### config.mk
export PLATFORM = sky130hd
export DESIGN_NAME = page_rank
export DESIGN_NICKNAME = d
export VERILOG_FILES = /design/src/rtl/pr_pkg.sv /design/src/rtl/pr_node_update.sv /design/src/rtl/page_rank.sv
export SDC_FILE = /design/constraint.sdc
export NUM_CORES = 2
export LEC_CHECK = 0
export CORE_MARGIN = 2
export CORE_UTILIZATION = 35
export DETAILED_ROUTE_END_ITERATION = 16
export SYNTH_ARGS = -nofsm -noshare
export SYNTH_HDL_FRONTEND = slang
export SYNTH_HIERARCHICAL = 1
export SYNTH_SLANG_ARGS = --single-unit
### constraint.sdc
create_clock -name clk -period 20.2 [get_ports clk]
set_clock_uncertainty 0.15 [all_clocks]
set_input_delay 4.04 -clock clk [delete_from_list [all_inputs] [get_ports clk]]
set_output_delay 4.04 -clock clk [all_outputs]
set_load 0.03 [all_outputs]
### src/rtl/pr_pkg.sv
// Shared fixed-point helpers and types for the PageRank engine.
package pr_pkg;

  localparam int unsigned WIDTH_DEF = 16;

  // Run/hold phase, derived from the iteration counter.
  typedef enum logic {
    ST_RUN  = 1'b0,
    ST_HOLD = 1'b1
  } pr_state_e;

  // Largest representable Q0.width value (2**width - 1).
  function automatic logic [63:0] max_val(input int unsigned width);
    return (64'(1) << width) - 64'(1);
  endfunction

  // Unsigned add clamped to 2**width - 1.
  function automatic logic [63:0] sat_add(input logic [63:0] a,
                                          input logic [63:0] b,
                                          input int unsigned width);
    logic [63:0] s;
    s = a + b;
    if (s > max_val(width)) s = max_val(width);
    return s;
  endfunction

  // Uniform starting rank (2**width)/n, truncated and clamped.
  function automatic logic [63:0] init_rank(input int unsigned n,
                                            input int unsigned width);
    logic [63:0] v;
    v = (64'(1) << width) / 64'(n);
    if (v > max_val(width)) v = max_val(width);
    return v;
  endfunction

endpackage

### src/rtl/pr_node_update.sv
// Next-rank computation for one destination node: sum of linked contributions, saturated.
module pr_node_update
  import pr_pkg::*;
#(
  parameter int unsigned N     = 4,
  parameter int unsigned WIDTH = WIDTH_DEF
) (
  input  logic [N-1:0]       adj_row,
  input  logic [N*WIDTH-1:0] contrib,
  input  logic [WIDTH-1:0]   rank,
  input  logic               en,
  output logic [WIDTH-1:0]   nxt_rank_c
);

  localparam int unsigned SW = WIDTH + $clog2(N);

  logic [SW-1:0] sum_c;

  // Accumulate in-link contributions wide, then clamp; hold the rank when not enabled.
  always_comb begin
    sum_c = '0;
    for (int j = 0; j < int'(N); j++) begin
      if (adj_row[j]) sum_c = sum_c + SW'(contrib[j*WIDTH +: WIDTH]);
    end
    nxt_rank_c = en ? WIDTH'(sat_add(64'(sum_c), 64'(0), WIDTH)) : rank;
  end

endmodule

### src/rtl/page_rank.sv
// Fixed-point PageRank power iteration: one Jacobi iteration per clock for ITER clocks.
module page_rank
  import pr_pkg::*;
#(
  parameter int unsigned N     = 4,
  parameter int unsigned WIDTH = WIDTH_DEF,
  parameter int unsigned ITER  = 8
) (
  input  logic               clk,
  input  logic               reset,
  input  logic [N*N-1:0]     adj,
  input  logic [N*WIDTH-1:0] nodeWeight,
  output logic [N*WIDTH-1:0] rank,
  output logic               done
);

  localparam int unsigned CW = $clog2(ITER + 1);
  localparam logic [WIDTH-1:0] INIT = WIDTH'(init_rank(N, WIDTH));

  logic [N*N-1:0]     adj_q, adj_d;
  logic [N*WIDTH-1:0] w_q, w_d;
  logic [N*WIDTH-1:0] rank_q, rank_d;
  logic [CW-1:0]      iter_cnt_q, iter_cnt_d;
  logic               done_q, done_d;

  logic [N*WIDTH-1:0] contrib_c;
  logic [N*WIDTH-1:0] upd_c;
  pr_state_e          state_c;

  assign state_c = (iter_cnt_q == CW'(ITER)) ? ST_HOLD : ST_RUN;

  // Per-source contribution rank[j]*w[j], truncated to the upper WIDTH bits.
  always_comb begin
    logic [2*WIDTH-1:0] prod;
    contrib_c = '0;
    for (int j = 0; j < int'(N); j++) begin
      prod = (2*WIDTH)'(rank_q[j*WIDTH +: WIDTH]) * (2*WIDTH)'(w_q[j*WIDTH +: WIDTH]);
      contrib_c[j*WIDTH +: WIDTH] = WIDTH'(prod >> WIDTH);
    end
  end

  for (genvar i = 0; i < int'(N); i++) begin : g_node
    pr_node_update #(
      .N     (N),
      .WIDTH (WIDTH)
    ) u_node (
      .adj_row    (adj_q[i*N +: N]),
      .contrib    (contrib_c),
      .rank       (rank_q[i*WIDTH +: WIDTH]),
      .en         (state_c == ST_RUN),
      .nxt_rank_c (upd_c[i*WIDTH +: WIDTH])
    );
  end

  // Next state: reset latches the graph and restarts; otherwise iterate until ITER, then hold.
  always_comb begin
    adj_d      = adj_q;
    w_d        = w_q;
    rank_d     = upd_c;
    iter_cnt_d = iter_cnt_q;
    done_d     = done_q;
    if (reset) begin
      adj_d      = adj;
      w_d        = nodeWeight;
      rank_d     = {N{INIT}};
      iter_cnt_d = '0;
      done_d     = 1'b0;
    end else if (state_c == ST_RUN) begin
      iter_cnt_d = iter_cnt_q + CW'(1);
      done_d     = (iter_cnt_q == CW'(ITER - 1));
    end
  end

  // State registers; reset is folded into the next-state logic, so it is synchronous.
  always_ff @(posedge clk) begin
    adj_q      <= adj_d;
    w_q        <= w_d;
    rank_q     <= rank_d;
    iter_cnt_q <= iter_cnt_d;
    done_q     <= done_d;
  end

  assign rank = rank_q;
  assign done = done_q;

endmodule

==> out/results.ini <==
[run_status]
status=completed

[floorplan]
die_y_um=377.4
die_x_um=377.4
rows=137
dieArea_um2=142400
io_pins=147
initial_utilization_pct=35.10
coreArea_um2=139000

[timing]
rsz0062_at_grt=false
finalHoldViolCount=0
clock.fmax_mhz=73.90
max_slew.worst_pin.slew_ns=1.323
tns_ns=0
layout_min_cycle_time_ns=13.53
timing.max_slew.rel_slack_pct=11.18
setup_violations=0
slew_viol_final=0
period_share_pct=66.99

[logic_synthesis]
synthCells=5671
synth_top_area_share_pct=32.16
synth-main-ff-cell=edfxtp_1
post_synth_num_cell_types=85
netlist_area_um2=48800
yosysWarnings=6
synthArstFlopShare_pct=0
seq_area_frac_synth_pct=7.754
synthTopCellsByArea=fa_1 (32%), ha_1 (15%), inv_1 (7.7%), and2_1 (6.6%), nand2_1 (6.0%)
ys_ff_latch=149
syn-num-nets=7123
synth_edf_count=80
yosys.area.top_type=fa_1
synth_area_per_cell_um2=8.605

[cells_and_area]
multi_input_area_um2=40590
antenna_cells=0
area_delta_synth_final_pct=8.338
fin_cells=7575
drive_gt1_share_pct=3.860
fillers=14200
nNetsFinal=7138
regArea_um2=3784
postLayoutCellArea_um2=52870

[setup_path]
start_kind=register
cp_top_family=compound AO/OA/AOI/OAI gates
critPathSlowestCell=dfxtp_1
path_class=register to register
cp_max_fo=18
crit_buf_inv=5
crit_arrival_ns=13.82
critPathCaptureType=register
cpPeakStageDelay_ns=0.85
critPathRequiredTime_ns=20.49
cpMostUsedCell=fa_1

[clock_network]
hold_buffers=0
cts_buffer_depth=2
post_cts_buffers=0
clk_latency_ns=0.56
clk_pin_slew_ns=0.08
cts.sinks=149
ctsHtreeMaxLevel=4
numCtsBuffers=17
cts_resized=0
clockRootBuffer=clkbuf_16
cts_tree=built

[routing]
vias_per_cell=5.164
drt_iter0_drc=2452
first_pass_iters=6
wire_per_inst_um=18.51
route.vias.total=39110
finalWirelength_um=140200
drc=0
final_antenna_net_count=0

[place]
dp.cells=7543
routabilityCongestion=0.9085
hpwl_um=108200
post_dp_cell_area_um2=52300
port_buffers=146

[grt]
grt_pass1_wl_um=224500
grt_antenna_before_repair=3
grt_pass1_vias=39940
overflow=0
grt_max_degree=61
track_usage_pct=20.17

[worst_hold_path]
hp-class=register to register

[job]
cap_violations=0

[worst reg2reg max path: cells and delay by family (launching register included)]
| family | cells | cell delay (ns) |
|---|---|---|
| xor+xnor | 4 | 1.10 |
| simple gates | 8 | 1.45 |
| buf+inv | 5 | 0.28 |
| mux | 1 | 0.13 |
| fa+ha+maj | 10 | 4.21 |
| flops | 1 | 0.85 |
| compound gates | 18 | 5.25 |
[final cells by class]
type	count	area share, %
sequential	149	7.157
multi-input combinational	4325	76.78
inverter	997	7.079
clock buffer	26	0.9916
timing repair buffer	196	3.477
clock inverter	6	0.07337
tap	1876	4.440
[synth_stat cells (8+ instances only)]
cell type  instances
o21bai_1          30
a21oi_1          231
and4_1             8
a211o_1           21
nor2b_1           87
o2111ai_1         27
xor2_1            89
mux2i_1           23
a21boi_0          12
o31ai_1            8
a2111oi_0          9
a211oi_1          36
a22oi_1           13
o21ai_2           12
nor3_1            41
a311oi_1           9
a41oi_1            9
a21o_1            73
nand4_1           15
nand3_1           70
o31a_1             9
inv_1            996
nor2_1           178
nand2_2            9
fa_1             784
mux2_2            48
or2_2             14
or3_1             11
o21a_1            46
a31oi_1           48
nand2b_1          19
dfxtp_1           69
clkbuf_1         188
a21oi_2            8
ha_1             586
o211ai_1          35
and2_1           513
xnor2_1          139
and3_1            30
edfxtp_1          80
nand2_1          777
nand3b_1           8
o21ai_0          117
o22ai_1            9
maj3_1            10
[flip-flops by register name (all words and copies together) (netlist names)]
| name | count |
|---|---|
| adj_q | 16 |
| done | 1 |
| iter_cnt_q | 4 |
| rank | 64 |
| w_q | 64 |
[worst paths after layout]
path / from / endpoint / slack (ns) / depth (start not counted)
min reg2reg: done / done / 0.35 / 2
min: done / done / 0.35 / 2
max: rank[7] / rank[62] / 6.67 / 46
max reg2reg: rank[7] / rank[62] / 6.67 / 46
[kinds of logic (layout without fill, tap and decap cells)]
group,count (synthesis),in the layout,share of synthesized area (%)
fa+ha+maj,1381,1381,47.42
mux,71,71,1.579
xor+xnor,228,228,4.092
flops,149,149,7.754
buf+inv,1197,1225,9.277
simple gates,1816,1816,18.38
compound gates,829,829,11.50
[metal layers]
layer	vias to the layer above	track usage, %	routed length (um)	part of all wire (%)
met2	1075	33.41	66080	47
met4	4	5.608	3679	2.6
met1	19660	27.42	62980	45
met3	164	2.800	7418	5.3
met5	-	0	20	0.014
li1	18220	-	-	-
[placed cells by master, fill, tap and decap left out, types with 12 or more instances in the layout]
master	n
nand3_1	70
ha_1	586
a31oi_1	48
a21oi_1	231
a211o_1	21
o21a_1	46
inv_1	996
nand2_1	776
o211ai_1	35
or2_2	14
clkdlybuf4s50_1	145
and2_1	513
o21bai_1	30
a211oi_1	36
o2111ai_1	27
a21boi_0	12
and3_1	30
o21ai_2	12
mux2_2	48
xor2_1	86
nor2_1	178
nor2b_1	87
a22oi_1	13
mux2i_1	23
clkbuf_16	19
fa_1	784
a21o_1	73
o21ai_0	117
nand2b_1	19
dfxtp_1	69
nand4_1	15
edfxtp_1	80
buf_4	50
nor3_1	41
xnor2_1	129
[through the flow]
stage | utilization [%] | setup slack [ns] | hold slack [ns]
2_1_floorplan | - | 8.519 | 0.3371
3_3_place_gp | 37.62 | 7.201 | 0.3283
3_5_place_dp | 37.62 | 6.989 | 0.3493
4_1_cts | 38.03 | 6.905 | 0.3587
5_1_grt | 38.03 | 5.920 | 0.3725
6_report | 38.03 | 6.669 | 0.3526
Power is left out: the tool's default activity adds up to more than one toggle a clock period on the data nets, which glitch-free logic cannot reach.
